### config.mk
export PLATFORM = sky130hd
export DESIGN_NAME = capture_arbiter
export DESIGN_NICKNAME = d
export VERILOG_FILES = /design/src/rtl/capture_arb_pkg.sv /design/src/rtl/rr_pick.sv /design/src/rtl/capture_arbiter.sv
export SDC_FILE = /design/constraint.sdc
export NUM_CORES = 1
export LEC_CHECK = 0
export ABC_CLOCK_PERIOD_IN_PS = 2500
export BUFFER_PORTS_ARGS = -buffer_cell sky130_fd_sc_hd__clkbuf_2
export CAP_MARGIN = 10
export CORE_MARGIN = 4
export CORE_UTILIZATION = 45
export CTS_CLUSTER_SIZE = 25
export DETAILED_ROUTE_END_ITERATION = 10
export GPL_ROUTABILITY_DRIVEN = 0
export GPL_TIMING_DRIVEN = 0
export PLACE_DENSITY = 0.77
export SETUP_SLACK_MARGIN = 0.3
export SLEW_MARGIN = 5
export SYNTH_ARGS = -nofsm -noshare
export SYNTH_HDL_FRONTEND = slang
export SYNTH_SLANG_ARGS = --single-unit
### constraint.sdc
create_clock -name clk -period 2.5 [get_ports clk]
set_input_delay 0.375 -clock clk [delete_from_list [all_inputs] [get_ports clk]]
set_output_delay 0.375 -clock clk [all_outputs]
set_load 0.05 [all_outputs]
### src/rtl/capture_arb_pkg.sv
//------------------------------------------------------------------------------
// Module   : capture_arb_pkg
// Purpose  : Shared definitions for the capture arbiter: FSM state encoding,
//            hold-off counter width and a clog2-safe index-width helper.
// Revision : 1.0 - initial release
//------------------------------------------------------------------------------
`default_nettype none

package capture_arb_pkg;

  // FSM state encoding: IDLE arbitrates, HOLD enforces the post-grant gap.
  localparam logic [0:0] ST_IDLE = 1'b0;
  localparam logic [0:0] ST_HOLD = 1'b1;

  // Hold-off counter covers HOLD_CYC in 0..255.
  localparam int CNT_W = 8;

  // Index width that never collapses to zero bits.
  function automatic int idx_w(input int n);
    return (n > 1) ? $clog2(n) : 1;
  endfunction

endpackage

`default_nettype wire

### src/rtl/rr_pick.sv
//------------------------------------------------------------------------------
// Module   : rr_pick
// Purpose  : Combinational round-robin picker. Returns the first set request
//            searching ptr+1, ptr+2, ... wrapping modulo N_REQ.
// Ports    : req_i    - request vector
//            ptr_i    - index of the previous winner
//            any_o    - at least one request set
//            onehot_o - one-hot winner (zero when no request)
//            idx_o    - winner index (zero when no request)
// Revision : 1.0 - initial release
//------------------------------------------------------------------------------
`default_nettype none

module rr_pick
  import capture_arb_pkg::*;
#(
  parameter int N_REQ = 4,
  parameter int IW    = idx_w(N_REQ)
) (
  input  logic [N_REQ-1:0] req_i,
  input  logic [IW-1:0]    ptr_i,
  output logic             any_o,
  output logic [N_REQ-1:0] onehot_o,
  output logic [IW-1:0]    idx_o
);

  // Requests are duplicated side by side; masking off positions 0..ptr leaves
  // positions ptr+1..ptr+N_REQ, i.e. one full rotation starting after ptr.
  logic [2*N_REQ-1:0] w_dbl;
  logic [2*N_REQ-1:0] w_mask;
  logic [2*N_REQ-1:0] w_cand;

  assign w_dbl = {req_i, req_i};

  for (genvar j = 0; j < 2*N_REQ; j++) begin : g_mask
    assign w_mask[j] = (j > int'(ptr_i));
  end

  assign w_cand = w_dbl & w_mask;
  assign any_o  = |req_i;

  // Lowest set candidate wins; fold the upper half back onto 0..N_REQ-1.
  always_comb begin
    logic found;
    found    = 1'b0;
    idx_o    = '0;
    onehot_o = '0;
    for (int j = 0; j < 2*N_REQ; j++) begin
      if (!found && w_cand[j]) begin
        found = 1'b1;
        idx_o = IW'((j >= N_REQ) ? (j - N_REQ) : j);
        onehot_o[(j >= N_REQ) ? (j - N_REQ) : j] = 1'b1;
      end
    end
  end

endmodule

`default_nettype wire

### src/rtl/capture_arbiter.sv
//------------------------------------------------------------------------------
// Module   : capture_arbiter
// Purpose  : Round-robin scheduler sharing one capture register among N_REQ
//            requesters. Each grant loads the winner's data into q, pulses
//            q_valid for one cycle and then holds off HOLD_CYC cycles.
// Ports    : clk       - clock, posedge
//            rstn      - synchronous active-low reset
//            req_i     - per-requester level request
//            data_i    - packed data, requester i at [i*DW +: DW]
//            gnt_o     - one-hot grant pulse
//            gnt_id_o  - index of last grant
//            q_o       - captured data
//            q_valid_o - one-cycle pulse, q updated this cycle
//            busy_o    - high while in hold-off
// Revision : 1.0 - initial release
//------------------------------------------------------------------------------
`default_nettype none

module capture_arbiter
  import capture_arb_pkg::*;
#(
  parameter int N_REQ    = 4,
  parameter int DW       = 8,
  parameter int HOLD_CYC = 2
) (
  input  logic                       clk,
  input  logic                       rstn,
  input  logic [N_REQ-1:0]           req_i,
  input  logic [N_REQ*DW-1:0]        data_i,
  output logic [N_REQ-1:0]           gnt_o,
  output logic [idx_w(N_REQ)-1:0]    gnt_id_o,
  output logic [DW-1:0]              q_o,
  output logic                       q_valid_o,
  output logic                       busy_o
);

  localparam int               IW        = idx_w(N_REQ);
  localparam logic [CNT_W-1:0] HOLD_INIT = (HOLD_CYC > 0) ? CNT_W'(HOLD_CYC - 1) : '0;
  localparam logic [IW-1:0]    PTR_RST   = IW'(N_REQ - 1);

  logic [0:0]       state_q,   state_d;
  logic [CNT_W-1:0] cnt_q,     cnt_d;
  logic [IW-1:0]    ptr_q,     ptr_d;
  logic [N_REQ-1:0] gnt_q,     gnt_d;
  logic [IW-1:0]    gnt_id_q,  gnt_id_d;
  logic [DW-1:0]    q_q,       q_d;
  logic             q_valid_q, q_valid_d;
  logic             busy_q,    busy_d;

  logic             w_any;
  logic [N_REQ-1:0] w_onehot;
  logic [IW-1:0]    w_idx;

  rr_pick #(
    .N_REQ (N_REQ),
    .IW    (IW)
  ) u_rr_pick (
    .req_i    (req_i),
    .ptr_i    (ptr_q),
    .any_o    (w_any),
    .onehot_o (w_onehot),
    .idx_o    (w_idx)
  );

  always_comb begin
    state_d   = state_q;
    cnt_d     = cnt_q;
    ptr_d     = ptr_q;
    gnt_d     = '0;
    gnt_id_d  = gnt_id_q;
    q_d       = q_q;
    q_valid_d = 1'b0;

    if (state_q == ST_IDLE) begin
      if (w_any) begin
        gnt_d     = w_onehot;
        gnt_id_d  = w_idx;
        q_d       = data_i[w_idx*DW +: DW];
        q_valid_d = 1'b1;
        ptr_d     = w_idx;
        // With no hold-off the FSM stays in IDLE so grants can be back-to-back.
        if (HOLD_CYC > 0) begin
          state_d = ST_HOLD;
          cnt_d   = HOLD_INIT;
        end
      end
    end else begin
      // Requests are ignored while holding off.
      if (cnt_q == '0) begin
        state_d = ST_IDLE;
      end else begin
        cnt_d = cnt_q - CNT_W'(1);
      end
    end

    busy_d = (state_d == ST_HOLD);
  end

  always_ff @(posedge clk) begin
    if (!rstn) begin
      state_q   <= ST_IDLE;
      cnt_q     <= '0;
      ptr_q     <= PTR_RST;
      gnt_q     <= '0;
      gnt_id_q  <= '0;
      q_q       <= '0;
      q_valid_q <= 1'b0;
      busy_q    <= 1'b0;
    end else begin
      state_q   <= state_d;
      cnt_q     <= cnt_d;
      ptr_q     <= ptr_d;
      gnt_q     <= gnt_d;
      gnt_id_q  <= gnt_id_d;
      q_q       <= q_d;
      q_valid_q <= q_valid_d;
      busy_q    <= busy_d;
    end
  end

  assign gnt_o     = gnt_q;
  assign gnt_id_o  = gnt_id_q;
  assign q_o       = q_q;
  assign q_valid_o = q_valid_q;
  assign busy_o    = busy_q;

endmodule

`default_nettype wire

==> results.yml <==
setup_path:
  reg2reg_slack_ps: 480
  r2r_cells: 7
  reg2reg_from: "cnt_q[0]$_SDFFE_PN0P_"
  cp-start-kind: "register"
  path_class: "reg -> reg"
  worstPathRequired_ps: 2740
  path_max_fanout: 5
  cp_data_arrival_time_ps: 2260
  rr_endpoint: "cnt_q[0]$_SDFFE_PN0P_"
  critPathCaptureType: "register"
cells_and_area:
  fin_nets: 253
  num_antenna_cells: 0
  final_cells: 257
  drive_gt1_share_pct: 35.7
  nFillCells: 277
  areaGrowthSynthToFinish_pct: 25.4
power:
  power_w: 0.00130
  clkPwrFrac_pct: 16.5
  p_seq_share_pct: 40.2
  p_comb_share_pct: 43.3
  powerDensity_nw_per_um2: 734
  switching_share_pct: 38.9
  p_int_w: 0.000795
  p_leak_nw: 0.816
  p_switching_w: 0.000506
  ir_drop_v: 0.000264
synth:
  avgSynthCellArea_um2: 9.06
  synth_commonest_cells: "dfxtp_1 (26), mux2i_1 (17), nor2_1 (12), o21ai_1 (12), nand3_1 (9)"
  synth.cell_area_um2: 1410
  ys_seq_elements: 26
  synthArstFlopShare_pct: 0
  ys.warnings.count: 0
  ys_seq_area_share_pct: 36.8
  synth_edf_count: 0
  synth.distinct_cells: 41
  synth_top_area_share_pct: 36.8
  syn_inst: 156
  synth_top_area_cell: "dfxtp_1"
  syn-num-nets: 195
  synth_ff_type: "dfxtp_1"
  synth.most_common_cell: "dfxtp_1"
  synth_area_leaders: "dfxtp_1 (37%), mux2i_1 (12%), mux2_2 (6.4%), o21ai_1 (4.2%), nand3_1 (3.2%)"
floorplanning:
  core_um2: 3030
  fp-row-count: 20
  die_w_um: 64.1
  pin_count: 54
  die_h_um: 64.1
  die-area_um2: 4100
  start_util_pct: 46.7
flow_run:
  max_cap_viol_count: 0
grt:
  grt_pass1_vias: 1267
  antenna_found_initial: 0
  grt_max_degree: 15
  gr-total-overflow: 0
  grt_util_all_layers_pct: 16.7
  grt_pass1_wl_mm: 5.53
clock_network:
  numCtsBuffers: 3
  clkLatencyLatePin_ps: 320
  htreeDepth: 1
  clockBufferDepth: 2
  post_cts_buffers: 0
  cts_resized: 0
  ctsHoldBuffers: 0
  cts.sinks: 26
  clk_pin_slew_worst_paths_ps: 140
  cts_tree: "yes"
  root_buffer: "clkbuf_4"
drt:
  routed_via_density: 5.09
  num_vias: 1309
  drt_iter0_drc: 46
  drt-total-wl_mm: 3.22
  wire_per_inst_um: 12.5
  dr.pass1.iters: 4
  drc: 0
  ant_nets: 0
timing:
  finalHoldViolCount: 0
  setup_viol: 0
  rsz0062_at_grt: "false"
  max_slew_margin_pct: 42.7
  tightest_slew_ps: 856
  maxSlewViolCount: 0
  min_period_ps: 2020
  setup-tns-final_ps: 0
  whs_ps: 317
  skew_ps: 1.45
  period_share_pct: 80.8
  timing.fmax_mhz: 495
  timing.final.ws_setup_ps: 479
placement:
  numPortBuffers: 53
  dp.cells: 253
  dp_hpwl_mm: 2.56
  dp_slack_ps: 403
min_path:
  hold_class: "in -> reg"
  holdPathStages: 2
  hold_start: "rstn"
  holdPathEnd: "gnt_id_o[1]$_SDFFE_PN0P_"
outcome:
  outcome: "complete, no violations"
## placed cells by master (no fill, tap or decap), types with 2 or more instances in the layout
cell type	n
clkbuf_2	53
dfxtp_1	26
mux2i_1	17
o21ai_1	12
nor2_1	11
nand3_1	9
nand2_1	8
mux2_2	8
inv_1	7
a21oi_1	6
nor2b_1	5
o211ai_1	5
a21boi_1	4
clkbuf_8	3
and2_1	3
clkbuf_4	3
nor3_1	2
o21ai_0	2
clkbuf_1	2
o22ai_1	2
and3_1	2
## worst max path at each step
stage	start	endpoint
final	cnt_q[0]$_SDFFE_PN0P_	cnt_q[0]$_SDFFE_PN0P_
after global routing	ptr_q[0]$_SDFFE_PN1P_	q_o[2]$_SDFFE_PN0P_
after CTS	cnt_q[0]$_SDFFE_PN0P_	cnt_q[0]$_SDFFE_PN0P_
after detailed placement	cnt_q[0]$_SDFFE_PN0P_	cnt_q[0]$_SDFFE_PN0P_
after global placement	req_i[3]	q_o[7]$_SDFFE_PN0P_
after floorplan	cnt_q[0]$_SDFFE_PN0P_	cnt_q[0]$_SDFFE_PN0P_
## area by class of cell
| class | instances | area (um2) | share of cell area, % |
|---|---|---|---|
| plain buffers | 7 | 62.6 | 3.53 |
| flip-flops and latches | 26 | 520 | 29.4 |
| clock buffers | 4 | 36.3 | 2.05 |
| well taps | 44 | 55.1 | 3.11 |
| inverters | 7 | 26.3 | 1.48 |
| repair buffers | 53 | 265 | 15.0 |
| multi-input cells | 116 | 807 | 45.5 |
## sequential cells by signal, summed over array words and instances (netlist names)
| name | count |
|---|---|
| q_o | 8 |
| gnt_o | 4 |
| q_valid_o | 1 |
| ptr_q | 2 |
| gnt_id_o | 2 |
| cnt_q | 8 |
| busy_o | 1 |
## cell families (layout without fill, tap and decap cells)
family | Yosys count | count (layout) | share of synthesized area (%)
and+or+nand+nor | 50 | 50 | 18.9
AOI/OAI and AO/OA | 40 | 40 | 18.8
DFF | 26 | 26 | 36.8
muxes | 25 | 25 | 18.4
buffers and inverters | 14 | 71 | 6.28
adders and majority gates | 1 | 1 | 0.885
## metal layers
metal,GRT usage [%],routed length (um),share of wire [%]
met4,4.85,36,1.1
met5,0,0,0
met2,28.1,1440,45
met1,21.0,1440,45
met3,3.87,299,9.3
## power by group through the flow
stage | sequential, W | clock [W] | combinational [W]
CTS | 0.000522 | 0.000217 | 0.000566
floorplan | 0.000640 | 0 | 0.000320
global route | 0.000531 | 0.000237 | 0.000618
global placement | 0.000531 | 0 | 0.000554
finish | 0.000522 | 0.000215 | 0.000564
detailed placement | 0.000531 | 0 | 0.000564
## metrics by stage
stage               cell area [um2]  util (%)
floorplan                      1410         -
global placement               1730      57.3
detailed placement             1730      57.3
CTS                            1770      58.5
global route                   1770      58.6
finish                         1770      58.6
## critical path: stages, from the launching register on
cell,delay (ps)
dfxtp_1,360
inv_1,90
ha_1,170
or3b_4,410
o41a_1,450
nor2_2,210
nand2_1,70
and3_1,170
Power figures use the tool's default switching activity.
